`src/rtl/card_hand.sv`:
```
// card_hand: per-player hand of ten cards (five black, five white).
// Accepts one play per round, retires the played card and announces its colour.
module card_hand (
  input  logic       clk,
  input  logic       rst,
  input  logic       new_game,
  input  logic       play_valid,
  input  logic [3:0] play_value,
  output logic       play_ready,
  output logic [9:0] p_card,
  output logic       played_valid,
  output logic       played_color,
  output logic [3:0] played_value,
  output logic       illegal,
  output logic [3:0] round,
  output logic       game_over
);

  typedef enum logic [1:0] {IDLE, PLAY, ANNOUNCE, OVER} state_t;

  state_t     state, state_next;
  logic [9:0] p_card_next;
  logic [9:0] play_mask;
  logic [3:0] round_next;
  logic [3:0] bit_idx;
  logic [3:0] played_value_next;
  logic       played_color_next;
  logic       illegal_next;
  logic       legal;

  // Black value 2k sits at bit 5+k, white value 2k+1 at bit k.
  always_comb begin
    bit_idx   = (play_value[0] ? 4'd0 : 4'd5) + {1'b0, play_value[3:1]};
    play_mask = 10'b1 << bit_idx;
    legal     = (play_value <= 4'd9) && ((p_card & play_mask) != 10'b0);
  end

  always_comb begin
    // NOTE: every output of this block is given a default first, so no path leaves it unassigned and no latch is inferred.
    state_next        = state;
    p_card_next       = p_card;
    round_next        = round;
    played_value_next = played_value;
    played_color_next = played_color;
    illegal_next      = 1'b0;

    if (new_game) begin
      state_next  = PLAY;
      p_card_next = 10'h3FF;
      round_next  = 4'd0;
    end else begin
      unique case (state)
        IDLE: ;
        PLAY: begin
          if (play_valid) begin
            if (legal) begin
              p_card_next       = p_card & ~play_mask;
              played_value_next = play_value;
              played_color_next = ~play_value[0];
              round_next        = (round == 4'd10) ? 4'd10 : round + 4'd1;
              state_next        = ANNOUNCE;
            end else begin
              illegal_next = 1'b1;
            end
          end
        end
        ANNOUNCE: state_next = (p_card == 10'b0) ? OVER : PLAY;
        OVER: ;
        default: state_next = IDLE;
      endcase
    end
  end

  // Status outputs are registered from the next state so they line up with it.
  always_ff @(posedge clk) begin
    // NOTE: sequential state uses non-blocking assignments only, so all registers update together at the edge.
    if (rst) begin
      state        <= IDLE;
      p_card       <= 10'b0;
      round        <= 4'd0;
      played_value <= 4'd0;
      played_color <= 1'b0;
      illegal      <= 1'b0;
      play_ready   <= 1'b0;
      played_valid <= 1'b0;
      game_over    <= 1'b0;
    end else begin
      state        <= state_next;
      p_card       <= p_card_next;
      round        <= round_next;
      played_value <= played_value_next;
      played_color <= played_color_next;
      illegal      <= illegal_next;
      play_ready   <= (state_next == PLAY);
      played_valid <= (state_next == ANNOUNCE);
      game_over    <= (state_next == OVER);
    end
  end

endmodule

```
`config.mk`:
```
export PLATFORM = sky130hd
export DESIGN_NAME = card_hand
export DESIGN_NICKNAME = d
export VERILOG_FILES = /design/src/rtl/card_hand.sv
export SDC_FILE = /design/constraint.sdc
export NUM_CORES = 1
export LEC_CHECK = 0
export BUFFER_PORTS_ARGS = -buffer_cell sky130_fd_sc_hd__buf_2
export CORE_MARGIN = 2
export CORE_UTILIZATION = 53
export CTS_CLUSTER_DIAMETER = 60
export DETAILED_ROUTE_END_ITERATION = 16
export GPL_TIMING_DRIVEN = 0
export PLACE_DENSITY = 0.78
export SETUP_SLACK_MARGIN = 0.3
export SYNTH_ARGS = -nofsm -noshare
export SYNTH_HDL_FRONTEND = slang
export SYNTH_SLANG_ARGS = --single-unit
```
`constraint.sdc`:
```
create_clock -name clk -period 2.6 [get_ports clk]
set_clock_uncertainty 0.1 [all_clocks]
set_input_delay 0.13 -clock clk [delete_from_list [all_inputs] [get_ports clk]]
set_output_delay 0.13 -clock clk [all_outputs]
set_load 0.02 [all_outputs]
```
==> qor.txt <==
Outcome - finished clean
Port-buffer cells - 29
Final hold violations - 0
WS Path Type - in2reg
Min setup slack post-route - 455 ps
Final hold slack - 6.03 ps
DP Worst Slack - -68.2 ps
Mapped Area - 1450 µm²
Worst Path Required - 2760 ps
Final GP Congestion - 0.921
Vias after detailed routing - 1354
Synth Register Bits - 25
Fin util - 0.695
Clock Path Buffers - 2
Post-Syn Nets - 183
Avg Inst Size Synth - 8.80 µm²
CTS tree - built
Area Overhead vs Synth - 21.8%
Die X - 56.4 µm
Reg area - 500 µm²
Wire per inst - 14.4 µm
# H-tree levels - 1
Post-Route WL - 3.34 mm
FMAX - 0.466 GHz
Routed Antenna Nets - 0
Placed Cells - 224
Synth unique cells - 42
Clock latency on the worst-skew pair - 320 ps
Starting Density - 0.571
Grt ovf - 0
Slew HR - 0.649
Buffers and inverters on the worst path - 2
Max Slew Vio Count - 0
Total GRT Usage - 0.211
Die area - 3180 µm²
Count of standard-cell rows - 18
LEAKAGE - 0.000732 µW
Detailed Routing Iterations Pass 1 - 4
Die height - 56.4 µm
CP Max Fanout - 5
Actual transition at the worst max-transition pin - 520 ps
Commonest non-fill, non-tap cells in the layout - 29 x buf_2, 25 x dfxtp_1, 15 x a21oi_1, 13 x o21ai_0, 12 x nand2_1
Crit start category - input port
CORE AREA - 2540 µm²
Initial drt markers - 47
Power per cell area - 452 nW/µm²
First-pass GRT wire length - 5.43 mm
Minimum clock period - 2150 ps
Critical Path Max Stage Delay - 330 ps
Vias in the first global route - 1310
Crit path capture type - flop
Placed Area - 1640 µm²
# diodes - 0
Worst hold path type - in2reg
Fin area - 1770 µm²
Initial antenna violation count - 0
DRC viols - 0
DR top layer - met4
Cell count after synthesis - 165
Wire length on met3 - 134 µm
RSZ-0062 raised after global routing - yes
Vias per cell - 5.84
Cells along the critical path - buf_2, inv_1, ha_1, ha_2, nor2b_1, and2_1, a22oi_2, o22a_1, a21oi_4, mux2i_1
Cts bufs inserted - 3
Slowest stage cell, crit path - ha_2
Hpwl dp - 2.57 mm
Io pins - 31
Most common cell after layout, fill and taps aside - buf_2
Peak VDD IR - 0.000447 V
Pin count of the biggest net entering global routing - 15
Final Cycle Share - 0.825
CTS Sinks - 25
Worst Path Arrival - 2310 ps
Final setup viols - 0
Max Cap Violations - 0
YS warnings - 0
# fillers - 224
Layout cells sized above 1 - 0.252
Nets - 221
DRT met1 WL - 1.47 mm
Family with the most delay on the worst path - compound AO/OA/AOI/OAI gates
Multi-input logic area - 970 µm²
Root buf cell - clkbuf_4
Clk pin slew, worst setup/hold paths - 130 ps
Post-synthesis sequential area ratio - 0.345
Met2 wire length - 1.67 mm
Fin cells - 232
[power breakdown]
group / switching (µW) / total, µW / internal [µW]
clock network: 117 / 175 / 57.8
logic: 128 / 210 / 82.6
registers: 14.0 / 415 / 401
[worst register-to-register path, delay by kind of cell, from the launching register on]
kind | cells | cell delay (ps)
AO/OA/AOI/OAI | 3 | 780
AND/OR/NAND/NOR | 2 | 310
multiplexers | 1 | 210
adder cells (fa/ha/maj) | 1 | 240
flip-flops | 1 | 400
[registers in the layout, summed over array words and instances, names as in the netlist, 2 cells and up]
| register | count |
|---|---|
| played_value | 4 |
| round | 4 |
| p_card | 10 |
| state | 2 |
[synth_stat cells (all sizes together)]
library cell	instances	area [µm²]
a211oi	1	7.51
a21bo	2	20.0
a21boi	1	11.3
a21o	1	7.51
a21oi	17	96.4
a221oi	2	17.5
a22oi	4	40.0
a311o	1	10.0
a31o	2	17.5
a41oi	1	8.76
and2	5	31.3
and4bb	1	12.5
clkbuf	4	15.0
clkinv	1	3.75
dfxtp	25	500
ha	10	125
inv	8	30.0
mux2i	11	118
nand2	12	45.0
nand2b	9	56.3
nand3	2	10.0
nand3b	1	7.51
nor2	7	26.3
nor2b	5	31.3
nor3	4	20.0
nor4	1	6.26
nor4b	2	17.5
o211ai	1	7.51
o21ai	14	70.1
o21bai	1	7.51
o221ai	1	8.76
o22a	1	8.76
o22ai	1	12.5
o311a	1	10.0
o31ai	1	7.51
o41ai	1	8.76
or2	2	12.5
or3	1	6.26
[worst paths after layout]
path | startpoint | to | slack [ps] | cells after the start
setup / recovery | play_value[0] | played_value[2] | 450 | 10
hold / removal | play_value[2] | played_value[2] | 6 | 3
setup reg to reg | state[0] | played_value[2] | 500 | 7
hold reg to reg | played_value[3] | played_value[3] | 380 | 2
[cell families (layout without fill, tap and decap cells)]
family	after synthesis	after routing	synth area share
flip-flops	25	25	0.345
adder cells (fa/ha/maj)	10	10	0.0861
AND/OR/NAND/NOR	52	52	0.195
buffers and inverters	13	50	0.0336
multiplexers	11	11	0.0810
AO/OA/AOI/OAI	54	54	0.260
[stage by stage]
step	total power, µW	TNS [ps]
after global placement	604	0
final	800	0
after CTS	792	0
after detailed placement	610	-68.2
after global routing	844	0
after floorplan	559	0
[cell type report]
class	count	share of cell area
buffer	4	0.00849
clock buffer	3	0.0127
clock inverter	1	0.00283
inverter	9	0.0191
multi-input combinational	127	0.548
sequential	25	0.283
tap	30	0.0212
timing repair buffer	33	0.105
[layer usage]
metal | GRT usage | vias to the layer above
met5 | 0 | -
met4 | 0.0952 | 0
met3 | 0.0300 | 9
met2 | 0.375 | 36
met1 | 0.250 | 635
li1 | - | 674
[timing repair]
| action | CTS | global route |
|---|---|---|
| hold buffers | 4 | 0 |
| pin swaps | 0 | 1 |
| endpoints found under the hold margin | 5 | 0 |
| endpoints found under the setup margin | 1 | 8 |
| buffers inserted | 0 | 0 |
| gates cloned | 0 | 0 |
| gates resized for setup | 1 | 10 |
(Power assumes the default switching activity.)
